File: src/rtl/mem_arbiter.sv
// mem_arbiter: fixed-priority arbiter sharing the byte-wide memory port
// between NUM_PORTS requesters (0 = wasm loader, 1 = cpu, 2 = debug/bench).
// Lowest port index wins. Each access runs IDLE -> BUSY -> GAP, so the
// memory always sees a deasserted enable between two accesses.
// All outputs are driven from registers.
// Optional feature: define MEM_ARB_TIMEOUT_EN to abort a BUSY phase after
// TIMEOUT_CYCLES without mem_ready. An aborted access still gets its ack,
// returns 8'hFF and sets the sticky err flag.
module mem_arbiter #(
   parameter int NUM_PORTS      = 3,
   parameter int ADDR_W         = 32,
   parameter int TIMEOUT_CYCLES = 64
) (
   input  logic                          clk,
   input  logic                          rst,
   input  logic [NUM_PORTS-1:0]          req,
   input  logic [NUM_PORTS-1:0]          we,
   input  logic [NUM_PORTS*ADDR_W-1:0]   addr,
   input  logic [NUM_PORTS*8-1:0]        wdata,
   output logic [NUM_PORTS-1:0]          ack,
   output logic [7:0]                    rdata,
   output logic [NUM_PORTS-1:0]          grant,
   output logic                          err,
   output logic [ADDR_W-1:0]             mem_addr,
   output logic [7:0]                    mem_data_in,
   output logic                          mem_read_en,
   output logic                          mem_write_en,
   input  logic [7:0]                    mem_data_out,
   input  logic                          mem_ready
);

   typedef enum logic [1:0] {
      ST_IDLE = 2'd0,
      ST_BUSY = 2'd1,
      ST_GAP  = 2'd2
   } state_t;

   state_t                  state_r;
   logic                    hit_s;
   logic [NUM_PORTS-1:0]    win_oh_s;
   logic [ADDR_W-1:0]       win_addr_s;
   logic [7:0]              win_wdata_s;
   logic                    win_we_s;

`ifdef MEM_ARB_TIMEOUT_EN
   localparam int CNT_W = $clog2(TIMEOUT_CYCLES + 1);
   logic [CNT_W-1:0]        tmo_cnt_r;
`endif

   // Fixed-priority pick: the lowest requesting index and its address/data/we.
   always_comb begin
      hit_s       = 1'b0;
      win_oh_s    = '0;
      win_addr_s  = '0;
      win_wdata_s = 8'h00;
      win_we_s    = 1'b0;
      for (int i = 0; i < NUM_PORTS; i++) begin
         if (req[i] && !hit_s) begin
            hit_s       = 1'b1;
            win_oh_s[i] = 1'b1;
            win_addr_s  = addr[i*ADDR_W +: ADDR_W];
            win_wdata_s = wdata[i*8 +: 8];
            win_we_s    = we[i];
         end else begin
            win_oh_s[i] = 1'b0;
         end
      end
   end

   // Transaction sequencer: grant, drive memory from registers, ack, gap.
   always_ff @(posedge clk or posedge rst) begin
      if (rst) begin
         state_r      <= ST_IDLE;
         ack          <= '0;
         grant        <= '0;
         rdata        <= 8'h00;
         err          <= 1'b0;
         mem_addr     <= '0;
         mem_data_in  <= 8'h00;
         mem_read_en  <= 1'b0;
         mem_write_en <= 1'b0;
`ifdef MEM_ARB_TIMEOUT_EN
         tmo_cnt_r    <= '0;
`endif
      end else begin
         ack <= '0;
         case (state_r)
            ST_IDLE: begin
               if (hit_s) begin
                  grant        <= win_oh_s;
                  mem_addr     <= win_addr_s;
                  mem_data_in  <= win_wdata_s;
                  mem_write_en <= win_we_s;
                  mem_read_en  <= ~win_we_s;
`ifdef MEM_ARB_TIMEOUT_EN
                  tmo_cnt_r    <= '0;
`endif
                  state_r      <= ST_BUSY;
               end else begin
                  state_r      <= ST_IDLE;
               end
            end
            ST_BUSY: begin
               if (mem_ready) begin
                  if (mem_read_en) begin
                     rdata <= mem_data_out;
                  end else begin
                     rdata <= rdata;
                  end
                  ack          <= grant;
                  grant        <= '0;
                  mem_read_en  <= 1'b0;
                  mem_write_en <= 1'b0;
                  state_r      <= ST_GAP;
               end
`ifdef MEM_ARB_TIMEOUT_EN
               else if (tmo_cnt_r == CNT_W'(TIMEOUT_CYCLES - 1)) begin
                  // Memory never answered: complete the access with a poison byte.
                  rdata        <= 8'hFF;
                  err          <= 1'b1;
                  ack          <= grant;
                  grant        <= '0;
                  mem_read_en  <= 1'b0;
                  mem_write_en <= 1'b0;
                  state_r      <= ST_GAP;
               end else begin
                  tmo_cnt_r    <= tmo_cnt_r + CNT_W'(1);
                  state_r      <= ST_BUSY;
               end
`else
               else begin
                  state_r      <= ST_BUSY;
               end
`endif
            end
            ST_GAP: begin
               state_r <= ST_IDLE;
            end
            default: begin
               state_r <= ST_IDLE;
            end
         endcase
      end
   end

endmodule

File: config.mk
export PLATFORM = sky130hd
export DESIGN_NAME = mem_arbiter
export DESIGN_NICKNAME = d
export VERILOG_FILES = /design/src/rtl/mem_arbiter.sv
export SDC_FILE = /design/constraint.sdc
export NUM_CORES = 1
export LEC_CHECK = 0
export ABC_AREA = 1
export CAP_MARGIN = 20
export CELL_PAD_IN_SITES_DETAIL_PLACEMENT = 1
export CELL_PAD_IN_SITES_GLOBAL_PLACEMENT = 1
export CORE_AREA = 2 2 89 91
export DETAILED_ROUTE_END_ITERATION = 10
export DIE_AREA = 0 0 91 93
export DONT_BUFFER_PORTS = 1
export GPL_TIMING_DRIVEN = 0
export PLACE_DENSITY_LB_ADDON = 0.12
export RECOVER_POWER = 100
export SETUP_SLACK_MARGIN = 0.05
export SYNTH_ARGS = -nofsm -noshare
export SYNTH_HDL_FRONTEND = slang
export SYNTH_SLANG_ARGS = --single-unit
File: constraint.sdc
create_clock -name clk -period 1.9 [get_ports clk]
set_input_delay 0 -clock clk [delete_from_list [all_inputs] [get_ports clk]]
set_output_delay 0 -clock clk [all_outputs]
set_load 0.05 [all_outputs]
# Word-level counts from Yosys, hierarchy flattened
# Index checks and enable logic that the tools add are counted.
# totals
regBits	58
latch_bits	0
ram_bits	0
rom_bits	0
inputBits	137
out_inout_bits	57
elab_cells	48
n_memories	0
# op_classes
add_sub_neg	0
mul	0
div_mod_pow	0
order_cmp	0
eq_ne	3
shifts	0
n_mux	27
bitwise	1
reduce_logical	9
# op_table
op	n
two-way mux 32 bit	3
two-way mux 8 bit	3
two-way mux 1 bit	12
two-way mux 3 bit	4
case mux 3 bit (2 select lines)	1
AND reduction 3 bit	2
inequality test 2 bit (second input constant)	2
case mux 1 bit (2 select lines)	2
case mux 2 bit (2 select lines)	1
== test 2 x 1 -> 1 bit (second input constant)	1
logical AND 1 bit	2
zero test 1 bit	2
zero test 2 bit	1
two-way mux 2 bit	1
AND reduction 2 bit	1
nonzero test 2 bit	1
NOT 1 bit	1

# Depth between registers and ports, before layout
# Gate-level depths: netlist (run 1).
# logic_depth
word_depth	10
mapped_depth	8
mapped_depth_nobuf	6

# Least setup slack after synthesis (run 1)
# OpenSTA, ideal clock, no wires.
# synth_timing
kind	register -> register
from	reg mem_read_en
to	reg rdata[0]
setup_ns	0.119
arrival_ns	1.200
required_time_ns	1.781
slack_ns	0.581
stages_incl_launch_ff	5
path_buffers	1
period_less_slack_ns	1.319
cell_sequence	dfrtp_1 -> clkbuf_1 -> nand2_2 -> nand2_1 -> nand2_1
# synth_between
elab_chain_len	1
# synth_rtl
element	line	source
start: declaration	26	output logic mem_read_en,
start signal: assignment	94	mem_read_en <= ~win_we_s;
AND reduction 3 bit (no source line)	--	
end signal: assignment	106	rdata <= mem_data_out;
end signal: assignment	108	rdata <= rdata;
end: declaration	21	output logic [7:0] rdata,
# No other way between the ends.
# A chain may end at the register's enable or synchronous reset.

# Final worst setup path (run 1)
# layout_timing
from	reg state_r[1]
to	reg mem_addr[30]
# layout_between
elab_chain_len	2
# layout_rtl
element	line	source
start: declaration	38	state_t state_r;
start signal: assignment	73	state_r <= ST_IDLE;
start signal: assignment	98	state_r <= ST_BUSY;
start signal: assignment	100	state_r <= ST_IDLE;
zero test 2 bit	87	case (state_r)
AND reduction 2 bit (no source line)	--	
end signal: assignment	91	mem_addr <= win_addr_s;
end: declaration	24	output logic [ADDR_W-1:0] mem_addr,
# No other way between the ends.

==> flow_summary.toml, run 1 <==
[setup_path]
cp_max_fo = 9
arrival_ns = 1.99
required_ns = 2.17
critPathCaptureType = "flop"
cp-start-kind = "flop"
crit_type = "flop to flop"

[placement]
post-place-cells = 533
globalplace.congestion = 0.753
hpwlAfterDp_mm = 6.93
place_ws_ns = 0.365
port_buffers = 0

[drt]
viasPerCell = 5.23
wl_per_cell_um = 17.8
drtAntennaViolNets = 0
drt_iter0_drc = 65
wl_mm = 11.5
drc = 0
vias = 3372
dr.pass1.iters = 4

[synthesis]
synth_nets = 567
yosysWarnings = 1
synth_xor_area_share_pct = 0
synth_top_family_by_area = "simple AND/OR/NAND/NOR gates"
synthAdderAreaFrac_pct = 0
synth-compound-area-share_pct = 0.813
synth-edff-count = 0
synth_mux_area_share_pct = 0
async_flop_share_pct = 100
synth_cell_types = 19
synth_top_cell_by_area = "dfrtp_1"
ys.flop_type = "dfrtp_1"
syn_area_per_cell_um2 = 7.16
synthCells = 430
synth_area_leaders = "dfrtp_1, nand2_1, nand3_1"
yosysTopAreaCellShare_pct = 47.2
yosys.area_share.simple_pct = 45.1
ys_ff_latch = 58
synth_area_um2 = 3080
seq_area_frac_synth_pct = 47.2

[global_routing]
grt.total_usage_pct = 27.5
top_usage_layer = "met2"
grt_pass1_vias = 3710
overflow = 0
grt_max_degree = 33
grt_pass1_wl_mm = 18.1
grtUsageMet1_pct = 30.1
antenna_found_initial = 0
use_met3_pct = 7.82
grtUsageMet2_pct = 50.1

[die]
die-area_um2 = 8460
die_w_um = 91
row_count = 32
coreArea_um2 = 7530
initial_core_util_pct = 40.9
die_y_um = 93
ios = 194

[finish]
num-fill-cells = 943
area_growth_pct = 42.5
antennaDiodeCount = 0
finalNetCount = 675
regArea_um2 = 1450
layout_commonest_cell = "nand2_1"
drive_gt1_share_pct = 7.00
finalNonFillerCells = 645
multiInputGateArea_um2 = 1410
layout_common_cells = "nand2_1, nand3_1, dlygate4sd3_1, dfrtp_1, clkbuf_1"

[timing]
rsz0062_at_grt = "false"
hold_violations = 0
period_minus_slack_ns = 1.72
worst_slack_ns = 0.182
setup_viol = 0
clock_skew_ns = 0.00638
slew_headroom_pct = 20.5
hold_ws_ns = 0.0635
tightest_slew_ns = 1.19
period_share_pct = 90.4
fmax_mhz = 582
slew_violations = 0
tns_ns = 0

[clock_network]
clk_path_buf_depth = 2
htreeDepth = 3
clk_pin_slew_ns = 0.07
cts_tree = "done"
root_buffer = "clkbuf_8"
cts_sinks = 58
cts_inserted_buffers = 9
insertion_delay_ns = 0.34

[power_and_ir_drop]
power_uw = 6910
power_leakage_uw = 0.00225
power.density_nw_per_um2 = 1580
vdd_drop_max_v = 0.000772

[job]
maxCapViolations = 0

[hold_path]
hold_class = "input pin to flop"

[run_status]
status = "complete, no violations"
## metal layers
layer	share of wire, %	wire length, µm	vias up
li1	-	-	1575
met1	39	4490	1619
met2	52	5920	152
met3	7.1	820	26
met4	2.3	261	0
met5	0	0	-
## final cells by class
cell class / count / area share [%]
inverters: 10 / 0.856
flip-flops and latches: 58 / 33.1
repair buffers: 97 / 22.0
plain buffers: 28 / 3.57
well taps: 102 / 2.91
clock inverters: 6 / 2.40
clock buffers: 10 / 2.91
multi-input cells: 334 / 32.2
## state kept, by name, summed over array words and instances (netlist names)
| register | count |
|---|---|
| mem_addr | 32 |
| ack | 3 |
| mem_write_en | 1 |
| rdata | 8 |
| mem_read_en | 1 |
| state_r | 2 |
| grant | 3 |
| mem_data_in | 8 |
## synthesized netlist by cell type, types with 2 or more instances
cell      count
inv_2         3
nand2_1     225
inv_1         7
buf_2         9
nand2_2       2
nand3_1      93
o21ai_0       4
dfrtp_1      58
nor2_1        4
buf_1         3
buf_4         5
clkbuf_1      6
buf_6         5
## cell families (layout without fill, tap and decap cells)
group           after synthesis  in the layout
compound gates                5              5
buf+inv                      38            151
flops                        58             58
other cells                   1              1
simple gates                328            328
## worst max-delay path, cell delays in order, from the launching register on
cell and delay (ns):
dfrtp_1 0.39, nor2_1 0.32, nand2_4 0.14, inv_2 0.13, nand2_1 0.07, nand2_1 0.05
dlygate4sd3_1 0.55
## final timing paths
| kind | from | slack, ns | end | cells past startpoint |
|---|---|---|---|---|
| worst max-delay path | state_r[1] | 0.18 | mem_addr[30] | 6 |
| worst min-delay path | req[1] | 0.06 | grant[1] | 5 |
| worst max register to register | state_r[1] | 0.18 | mem_addr[30] | 6 |
| worst min register to register | state_r[0] | 0.57 | state_r[0] | 2 |
| max in group asynchronous | rst | 0.33 | mem_data_in[1] | 3 |
| min in group asynchronous | rst | 0.45 | mem_addr[6] | 2 |
## stage by stage
stage	util [%]	area, µm²
2_1_floorplan	-	3080
3_3_place_gp	42.6	3210
3_5_place_dp	42.9	3230
4_1_cts	58.4	4400
5_1_grt	58.3	4390
6_report	58.3	4390
## power by group
part / switching [µW] / leakage (µW) / internal [µW] / total [µW]
registers: 2230 / 0.000735 / 1730 / 3960
clock network: 506 / 0.000120 / 865 / 1370
logic: 985 / 0.00139 / 599 / 1580
## what timing repair did
item / 4_1_cts / 5_1_grt
resized for setup: 0 / 1
hold buffers: 94 / 0
setup buffers: 0 / 2
endpoints found under the hold margin: 84 / 0
endpoints found under the setup margin: 0 / 1
Power figures use the tool's default switching activity.
==> run 2: changes to the inputs <==
CORE_AREA = 2 2 93 95   (was 2 2 89 91)
DIE_AREA = 0 0 95 97   (was 0 0 91 93)
clock period = 1.57 ns   (was 1.9 ns; I/O delays follow)
==> flow_summary.toml, run 2 (synthesized netlist as in run 1, its figures left out) <==
[run_status]
status = "complete, no violations"

[die]
ios = 194
row_count = 33
coreArea_um2 = 8130
initial_core_util_pct = 37.8
die_y_um = 97
die-area_um2 = 9220
die_w_um = 95

[drt]
viasPerCell = 5.19
drtAntennaViolNets = 0
vias = 3346
wl_mm = 11.1
drc = 0
wl_per_cell_um = 17.2
dr.pass1.iters = 4
drt_iter0_drc = 75

[placement]
port_buffers = 0
globalplace.congestion = 0.737
place_ws_ns = -0.0310
hpwlAfterDp_mm = 7.09

[setup_path]
cp-start-kind = "flop"
required_ns = 1.85
crit_buf_inv = 2
crit_path_frequent_cell = "nand2_1"
crit_type = "flop to flop"
cp_max_fo = 10
arrival_ns = 1.65
cp_top_family = "simple AND/OR/NAND/NOR gates"
critical_path.slowest_cell = "dfrtp_1"
path_cells = "nor2_2, nand2_4, inv_2, clkbuf_2, nand2_1, nand2_1"
worst_path_largest_cell_delay_ns = 0.40
critPathCaptureType = "flop"

[global_routing]
overflow = 0
antenna_found_initial = 0
grt.total_usage_pct = 24.8
grt_pass1_wl_mm = 17.7
grt_pass1_vias = 3562
grt_max_degree = 38

[finish]
finalNetCount = 672
largest_reg_flops = 32
reg_top3 = "mem_addr x32, mem_data_in x8, rdata x8"
layout_common_cells = "nand2_1, dlygate4sd3_1, nand3_1, dfrtp_1, clkbuf_8"
layout_commonest_cell = "nand2_1"
area_growth_pct = 41.4
regMostFlops = "mem_addr"
drive_gt1_share_pct = 8.70
antennaDiodeCount = 0

[clock_network]
root_buffer = "clkbuf_8"
cts_sinks = 58
htreeDepth = 3
clk_pin_slew_ns = 0.07
cts_inserted_buffers = 9
clk_path_buf_depth = 2
insertion_delay_ns = 0.34
cts_tree = "done"

[timing]
period_share_pct = 87.5
tightest_slew_ns = 0.909
fmax_mhz = 728
clock_skew_ns = 0.00709
worst_slack_ns = 0.197
rsz0062_at_grt = "false"
hold_violations = 0
slew_violations = 0
slew_headroom_pct = 39.3
hold_ws_ns = 0.0890
period_minus_slack_ns = 1.37
setup_viol = 0
tns_ns = 0

[power_and_ir_drop]
power_leakage_uw = 0.00222
vdd_drop_max_v = 0.000929
power.density_nw_per_um2 = 1850

[job]
maxCapViolations = 0

[hold_path]
hold_class = "input pin to flop"
## run 2: routing by layer
layer,up-vias,share of wire (%),track usage (%),wire length [µm]
met1,1627,39,28.3,4300
met4,0,1.7,8.81,184
met5,-,0,0,0
met2,132,52,43.8,5800
met3,15,7.6,6.54,840
li1,1572,-,-,-
## run 2: worst reg2reg max path: cells and delay by family (launching register included)
kind / cells / cell delay (ns)
buffers and inverters: 2 / 0.38
flip-flops: 1 / 0.40
AND/OR/NAND/NOR: 4 / 0.53
## run 2: timing repair
action                                  in CTS  in global routing
hold buffers                                93                  0
endpoints found under the setup margin       9                 12
endpoints found under the hold margin       74                  0
resized for setup                            1                  4
buffers inserted                             0                  0
## run 2: final cells by class
class | count | area, µm²
fillers | 989 | 3780
clock inverters | 6 | 57.6
inverters | 10 | 40.0
multi-input cells | 334 | 1420
flip-flops and latches | 58 | 1450
plain buffers | 28 | 169
clock buffers | 10 | 128
repair buffers | 94 | 951
well taps | 105 | 131
## run 2: power breakdown
| group | total [µW] | switching, µW | internal, µW |
|---|---|---|---|
| logic | 1920 | 1170 | 751 |
| clock network | 1330 | 609 | 722 |
| registers | 4800 | 2700 | 2100 |
## run 2: path summary, 6_finish.rpt
check                            from            to  slack [ns]  cells after the start
max reg2reg                state_r[1]   mem_addr[8]        0.20                      6
max                        state_r[1]   mem_addr[8]        0.20                      6
min in group asynchronous         rst   mem_addr[7]        0.32                      2
min reg2reg                state_r[0]    state_r[0]        0.60                      2
min                            req[1]      grant[1]        0.09                      5
max in group asynchronous         rst  mem_addr[16]        0.54                      3
## run 2: stage by stage
stage	instances	utilization, %	instance area, µm²	power (µW)
after floorplan	430	-	3080	5930
after global placement	535	39.5	3210	6440
after detailed placement	536	39.7	3230	6530
after CTS	645	53.4	4350	8110
after global routing	645	53.5	4350	8540
final	645	53.5	4350	8050
